[src/rtl/pipe_hazard_sched.sv]
// pipe_hazard_sched: stall/flush scheduler for the five-stage in-order pipeline.
// It combines stage back-pressure, EXE branch redirects, WB traps and
// serializing instructions into per-stage stall and flush controls. It also
// owns the pending fetch-redirect request.
// Optional build macro: PIPE_PERF_CNT_EN enables the 64-bit stall-cycle and
// flush-event counters. Without it both perf outputs are tied to zero.
//
// state    | meaning
// ---------+-----------------------------------------------------------
// RUN      | normal flow, no serializing instruction outstanding
// DRAIN    | serializing instr held in ID until EXE/MEM/WB are empty
// INFLIGHT | serializing instr issued; younger ID instr held until it
//          | retires in WB
module pipe_hazard_sched #(
  parameter int PC_W = 64
) (
  input  logic            clk,
  input  logic            rst,
  input  logic            if_valid,
  input  logic            id_valid,
  input  logic            exe_valid,
  input  logic            mem_valid,
  input  logic            wb_valid,
  input  logic            exe_ready,
  input  logic            mem_ready,
  input  logic            id_serialize,
  input  logic            br_redirect,
  input  logic [PC_W-1:0] br_target,
  input  logic            trap_valid,
  input  logic [PC_W-1:0] trap_target,
  input  logic            fetch_redirect_ready,
  output logic            if_stall,
  output logic            id_stall,
  output logic            exe_stall,
  output logic            mem_stall,
  output logic            if_flush,
  output logic            id_flush,
  output logic            exe_flush,
  output logic            mem_flush,
  output logic            fetch_redirect_valid,
  output logic [PC_W-1:0] fetch_redirect_pc,
  output logic [63:0]     perf_stall_cycles,
  output logic [63:0]     perf_flush_events
);

  typedef enum logic [1:0] {
    ST_RUN      = 2'd0,
    ST_DRAIN    = 2'd1,
    ST_INFLIGHT = 2'd2
  } state_t;

  state_t          state_q, state_nxt;
  logic [1:0]      pos_q, pos_nxt;
  logic            pend_valid_q;
  logic [PC_W-1:0] pend_pc_q;

  logic            mem_stall_c, exe_stall_c, id_stall_c, if_stall_c;
  logic            exe_fire, trap_take, br_accept, front_flush;
  logic            serial_hold, pipe_busy;
  logic            exe_flush_c, mem_flush_c;

  // IF is not consumed here; the stall chain starts at ID.
  logic            unused_ok;
  assign unused_ok = if_valid;

  // Back-pressure chain, fire conditions, redirect/trap acceptance.
  always_comb begin
    mem_stall_c = mem_valid & ~mem_ready;
    exe_stall_c = mem_stall_c | (exe_valid & ~exe_ready);
    id_stall_c  = exe_stall_c | serial_hold;
    if_stall_c  = id_stall_c | pend_valid_q;
    exe_fire    = exe_valid & ~exe_stall_c;
    trap_take   = wb_valid & trap_valid;
    br_accept   = exe_fire & br_redirect & ~trap_take;
    front_flush = br_accept | trap_take;
    exe_flush_c = (id_stall_c & ~exe_stall_c) | trap_take;
    mem_flush_c = (exe_stall_c & ~mem_stall_c) | trap_take;
    pipe_busy   = exe_valid | mem_valid | wb_valid;
  end

  // While in reset: flush everything, stall nothing, no redirect visible.
  always_comb begin
    mem_stall            = ~rst & mem_stall_c;
    exe_stall            = ~rst & exe_stall_c;
    id_stall             = ~rst & id_stall_c;
    if_stall             = ~rst & if_stall_c;
    if_flush             = rst | front_flush;
    id_flush             = rst | front_flush;
    exe_flush            = rst | exe_flush_c;
    mem_flush            = rst | mem_flush_c;
    fetch_redirect_valid = ~rst & pend_valid_q;
    fetch_redirect_pc    = rst ? '0 : pend_pc_q;
  end

  // Serialization FSM next-state and ID hold.
  always_comb begin
    state_nxt   = state_q;
    pos_nxt     = pos_q;
    serial_hold = 1'b0;
    case (state_q)
      ST_RUN: begin
        if (id_valid && id_serialize) begin
          if (pipe_busy) begin
            serial_hold = 1'b1;
            state_nxt   = ST_DRAIN;
          end else if (!exe_stall_c) begin
            state_nxt = ST_INFLIGHT;
            pos_nxt   = 2'd0;
          end else begin
            serial_hold = 1'b1;
          end
        end
        // The serializing instr in ID was flushed; nothing to track.
        if (front_flush) state_nxt = ST_RUN;
      end
      ST_DRAIN: begin
        if (pipe_busy) begin
          serial_hold = 1'b1;
        end else begin
          state_nxt = id_valid ? ST_INFLIGHT : ST_RUN;
          pos_nxt   = 2'd0;
        end
        if (front_flush) state_nxt = ST_RUN;
      end
      ST_INFLIGHT: begin
        serial_hold = id_valid;
        // pos: 0 = serialized instr in EXE, 1 = MEM, 2 = WB
        if (pos_q == 2'd2 && wb_valid) begin
          state_nxt = ST_RUN;
        end else if ((pos_q == 2'd0 && exe_fire) ||
                     (pos_q == 2'd1 && mem_valid && !mem_stall_c)) begin
          pos_nxt = pos_q + 2'd1;
        end
      end
      default: state_nxt = ST_RUN;
    endcase
    if (trap_take) state_nxt = ST_RUN;
  end

  // FSM state and position counter registers.
  always_ff @(posedge clk) begin
    if (rst) begin
      state_q <= ST_RUN;
      pos_q   <= 2'd0;
    end else begin
      state_q <= state_nxt;
      pos_q   <= pos_nxt;
    end
  end

  // Pending redirect: trap beats branch, any load beats a same-cycle accept.
  always_ff @(posedge clk) begin
    if (rst) begin
      pend_valid_q <= 1'b0;
      pend_pc_q    <= '0;
    end else if (trap_take) begin
      pend_valid_q <= 1'b1;
      pend_pc_q    <= trap_target;
    end else if (br_accept) begin
      pend_valid_q <= 1'b1;
      pend_pc_q    <= br_target;
    end else if (fetch_redirect_ready) begin
      pend_valid_q <= 1'b0;
    end
  end

`ifdef PIPE_PERF_CNT_EN
  logic [63:0] stall_cnt_q, flush_cnt_q;

  // Wrap-around counters of held-ID cycles and front-end redirect events.
  always_ff @(posedge clk) begin
    if (rst) begin
      stall_cnt_q <= '0;
      flush_cnt_q <= '0;
    end else begin
      if (id_stall_c && id_valid) stall_cnt_q <= stall_cnt_q + 64'd1;
      if (front_flush)            flush_cnt_q <= flush_cnt_q + 64'd1;
    end
  end

  assign perf_stall_cycles = stall_cnt_q;
  assign perf_flush_events = flush_cnt_q;
`else
  assign perf_stall_cycles = 64'd0;
  assign perf_flush_events = 64'd0;
`endif

endmodule
[config.mk]
export PLATFORM = sky130hd
export DESIGN_NAME = pipe_hazard_sched
export DESIGN_NICKNAME = d
export VERILOG_FILES = /design/src/rtl/pipe_hazard_sched.sv
export SDC_FILE = /design/constraint.sdc
export NUM_CORES = 1
export LEC_CHECK = 0
export CAP_MARGIN = 40
export CORE_AREA = 5 5 131 133
export CTS_CLUSTER_DIAMETER = 200
export DETAILED_ROUTE_END_ITERATION = 7
export DIE_AREA = 0 0 136 138
export HOLD_SLACK_MARGIN = 0.1
export PLACE_DENSITY = 0.71
export SYNTH_ARGS = -nofsm -noshare
export SYNTH_HDL_FRONTEND = slang
export SYNTH_SLANG_ARGS = --single-unit
[constraint.sdc]
create_clock -name clk -period 2.8 [get_ports clk]
set_input_delay 0.56 -clock clk [delete_from_list [all_inputs] [get_ports clk]]
set_output_delay 0.56 -clock clk [all_outputs]
set_load 0.02 [all_outputs]
* Word level (Yosys, flattened, before mapping) *
Index checks and enable logic that the tools add are counted.

cells by class
  divide/modulo/power cells = 0
  mux-type cells = 27
  equal/unequal tests = 14
  bitwise logic cells = 30
  add/subtract/negate cells = 1
  $lt $le $gt $ge = 0
  reduce and logical (&&, ||, !) cells = 15
  shifts and indexed selects = 0
  multipliers = 0

operator list
  kind                                            count
  two-way mux 64 bit                              3
  two-way mux 2 bit                               14
  != test 2 bit (second input constant)           7
  AND 1 bit                                       13
  one-hot mux 2 bit (3 select lines)              2
  OR 1 bit                                        11
  two-way mux 1 bit                               7
  AND reduction 7 bit                             1
  != test 3 bit (second input constant)           2
  NOT 1 bit                                       6
  nonzero test 3 bit                              2
  logical AND 1 bit                               5
  == test 2 x 1 -> 1 bit (second input constant)  2
  == test 2 bit (second input constant)           2
  logical NOT 2 bit                               2
  != test 4 bit (second input constant)           1
  AND reduction 4 bit                             1
  one-hot mux 1 bit (3 select lines)              1
  adder 2 x 1 -> 2 bit (second input constant)    1
  nonzero test 2 bit                              1
  OR reduction 2 bit                              1
  logical NOT 1 bit                               1
  logical OR 1 bit                                1

storage, ports and cells
  output and inout bits = 201
  latch bits = 0
  bits of input ports = 141
  logic and storage cells = 91
  bits in read-only memories = 0
  bits in registers = 69
  memory bits (writable) = 0
  memories kept = 0

* Logic depth before layout (Yosys ltp) *
  depth after elaboration = 11
  depth in mapped cells = 6
  gate-level depth less buffers = 6

* Least setup slack after synthesis *
Ideal clock, no wire load.

  kind = input to output
  start = in wb_valid
  end = out exe_flush
  stages = 4
  data arrival time = 1.650 ns
  path buffers = 0
  setup slack = 0.590 ns
  data required time = 2.240 ns
  path through = nor3_1 -> or2_2 -> mux2_2 -> o21ai_0

on the way
  longest elaborated chain between the ends = 8

RTL lines
  element                             RTL line  source
  start: declaration                  23        input logic wb_valid,
  OR 1 bit                            78        pipe_busy = exe_valid | mem_valid | wb_valid;
  two-way mux 1 bit                   103       if (pipe_busy) begin
  two-way mux 1 bit                   102       if (id_valid && id_serialize) begin
  one-hot mux 1 bit (3 select lines)  100       case (state_q)
  OR 1 bit                            70        id_stall_c = exe_stall_c | serial_hold;
  AND 1 bit                           76        exe_flush_c = (id_stall_c & ~exe_stall_c) | trap_take;
  OR 1 bit *                          76
  OR 1 bit *                          89        exe_flush = rst | exe_flush_c;
  end: declaration                    38        output logic exe_flush,

Mark *: on every way between the ends. The rest lies on a longest branch, timed or not.

* Worst setup path in the final report *
  start = in mem_valid
  end = out mem_stall

on the way
  longest elaborated chain between the ends = 2

RTL lines
  element             RTL line  source
  start: declaration  22        input logic mem_valid,
  AND 1 bit           68        mem_stall_c = mem_valid & ~mem_ready;
  AND 1 bit           83        mem_stall = ~rst & mem_stall_c;
  end: declaration    35        output logic mem_stall,

No other way between the ends.

==> impl_metrics.yaml <==
clocking:
  clock_sink_count: 69
  clockBufferDepth: 2
  hold_buffers: 0
  cts_buffers: 9
  clk_pin_slew_ns: 0.05
  insertion_delay_ns: 0.33
  post-cts-setup-buffers: 0
  cts_tree: "built"
  cts-root-buf: "clkbuf_16"
  cts_htree_levels: 3
setup_path:
  start_kind: "primary input"
  cp.required_ns: 2.24
  reg2reg_from: "pos_q[0]"
  rr_worst_depth: 6
  path_delay_family: "buffers and inverters"
  critPathKind: "primary input to output pin"
  r2r-end: "pos_q[1]"
  worstPathCellList: "clkdlybuf4s50_1, buf_4, or2b_1, nor2_1, clkdlybuf4s50_1"
  critPathSlowestCell: "clkdlybuf4s50_1"
  crit_top_cell: "clkdlybuf4s50_1"
  arrival_ns: 2.13
  cp-end-kind: "output pin"
  r2r_setup_slack_ns: 0.96
  cp_max_fo: 3
  cp_num_buf_inv: 3
  max_stage_delay_ns: 0.61
detailed_routing:
  viasPerCell: 4.107
  ant_nets: 0
  firstDrtPassIters: 4
  wire_per_inst_um: 13.51
  num_vias: 4008
  drc: 0
  drt-initial-drc-count: 74
  postRouteWirelength_um: 13190
global_route:
  overflow: 0
  grt_pass1_vias: 3965
  antenna_found_initial: 0
  use_met1: 0.1447
  grt.busiest_layer: "met2"
  grt_use_met2: 0.2352
  grt_max_degree: 53
  use_met3: 0.05443
  grt_util_all_layers: 0.1318
  grt_pass1_wl_um: 20090
synth:
  async_flop_share: 0
  ys_top_cells_by_area: "dfxtp_1, buf_4, mux2i_1"
  ys.flop_type: "dfxtp_1"
  synth_top_area_share: 0.2968
  synth_top_cell_by_area: "dfxtp_1"
  synth_edf_count: 0
  ys_ff_latch: 69
  avgSynthCellArea_um2: 8.509
  seq_area_frac_synth: 0.2968
  netlist_instances: 547
  post-synth-top-count-cell: "buf_4"
  synthTopCellsByCount: "buf_4, nor2_1, dfxtp_1"
  syn_area_um2: 4654
  synth.distinct_cells: 33
  yosys_warnings: 0
power_and_ir_drop:
  p_clk_frac: 0.416
  p_seq_frac: 0.332
  p_int_mw: 2.369
  power_mw: 3.274
  switchingPower_mw: 0.9047
  swShare: 0.2763
  power.leakage_nw: 2.724
  power.density_nw_per_um2: 467.5
  ir_drop_v: 0.0003135
  comb_power_share: 0.252
cells_and_area:
  regArea_um2: 1381
  nFillCells: 1578
  fin_nets: 899
  layout-drive-gt1-share: 0.06579
  multi_input_area_um2: 2605
  areaGrowthSynthToFinish_pct: 50.46
  antenna_cells: 0
run_status:
  status: "completed"
placed_design:
  dp_hpwl_um: 10370
  post-place-ws_ns: -0.2612
  port_buffers: 212
  gp_congestion: 0.7814
worst_hold_path:
  hold_start: "pos_q[1]"
  hp-class: "register to register"
  min_to: "pos_q[1]"
  holdPathStages: 2
floorplan:
  die_x_um: 136
  start_util: 0.2962
  rows: 46
  core_um2: 15710
  ios: 342
  die_area_um2: 18770
  die_h_um: 138
timing:
  setup_violations: 0
  period_share: 0.9614
  min_period_ns: 2.692
  hold_violations: 0
  clock_skew_ns: 0.004622
  rsz0062_at_grt: "no"
  setup_ws_ns: 0.1082
  clock.fmax_mhz: 371.5
  slew_violations: 0
run:
  max_cap_viol_count: 0
metrics by stage:
stage	cells	TNS (ns)	util	hold slack, ns	instance area (µm²)
detailed placement	960	-1.072	0.4241	0.4967	6664
global placement	960	-0.9993	0.4241	0.4867	6664
global route	976	0	0.4457	0.5054	7003
finish	976	0	0.4457	0.5040	7003
floorplan	674	0	-	0.4606	5131
CTS	976	0	0.4464	0.4916	7014
how the worst max path moves through the flow:
stage / start / depth (start not counted) / to / slack (ns)
detailed placement: wb_valid / 6 / exe_flush / -0.26
floorplan: wb_valid / 4 / exe_flush / 0.59
global route: mem_valid / 5 / mem_stall / 0.04
CTS: wb_valid / 6 / exe_flush / 0.02
finish: mem_valid / 5 / mem_stall / 0.11
global placement: wb_valid / 6 / exe_flush / -0.26
registers in the layout (all words and copies together), names as in the netlist:
register / cells
pend_pc_q: 64
pend_valid_q: 1
pos_q: 2
state_q: 2
placed cells by master (no fill, tap or decap), types with 2 or more instances in the layout:
master,count
clkdlybuf4s50_1,204
conb_1,128
nor2_1,70
dfxtp_1,69
nor2b_1,66
a211oi_1,65
mux2i_1,64
buf_4,17
clkbuf_16,9
buf_12,8
o21ai_0,5
and2_1,4
a21oi_1,4
dlygate4sd2_1,4
nor3_1,3
nand2_1,3
o31ai_1,3
ha_1,3
bufinv_16,3
clkbuf_2,3
inv_1,2
o31a_1,2
nor2b_4,2
nand3_1,2
clkbuf_8,2
power groups by stage:
stage / Sequential (mW) / Clock (mW) / Combinational (mW)
floorplan: 1.10 / 0 / 0.594
global placement: 1.11 / 0 / 0.825
detailed placement: 1.11 / 0 / 0.829
CTS: 1.09 / 1.41 / 0.827
global route: 1.10 / 1.46 / 0.887
finish: 1.09 / 1.36 / 0.825
kinds of logic after synthesis:
logic type,after synthesis,synth area share
AOI/OAI and AO/OA,84,0.1320
and+or+nand+nor,157,0.1737
DFF,69,0.2968
other,1,0.0008057
adders and majority gates,3,0.008065
buffers and inverters,168,0.2487
muxes,65,0.1401
cell type report:
| type | instances | share of cell area |
|---|---|---|
| clock buffers | 11 | 0.03609 |
| clock inverters | 5 | 0.01519 |
| inverters | 2 | 0.001072 |
| multi-input cells | 437 | 0.3720 |
| flip-flops and latches | 69 | 0.1972 |
| well taps | 216 | 0.03859 |
| repair buffers | 236 | 0.3398 |
layer usage:
layer,vias to the layer above,part of all wire
met4,0,0.0081
met2,182,0.49
li1,2017,-
met5,-,0
met3,7,0.11
met1,1802,0.39
worst reg2reg max path: stages, from the launching register on:
cell	delay, ns
dfxtp_1	0.36
inv_1	0.09
ha_1	0.20
and2_1	0.17
o31a_1	0.28
or4_1	0.52
a21oi_1	0.15
what timing repair did:
action                                  4_1_cts  5_1_grt
pin swaps                                     0        0
gates resized for setup                       7        7
endpoints found under the setup margin        7        3
(Power assumes the default switching activity.)
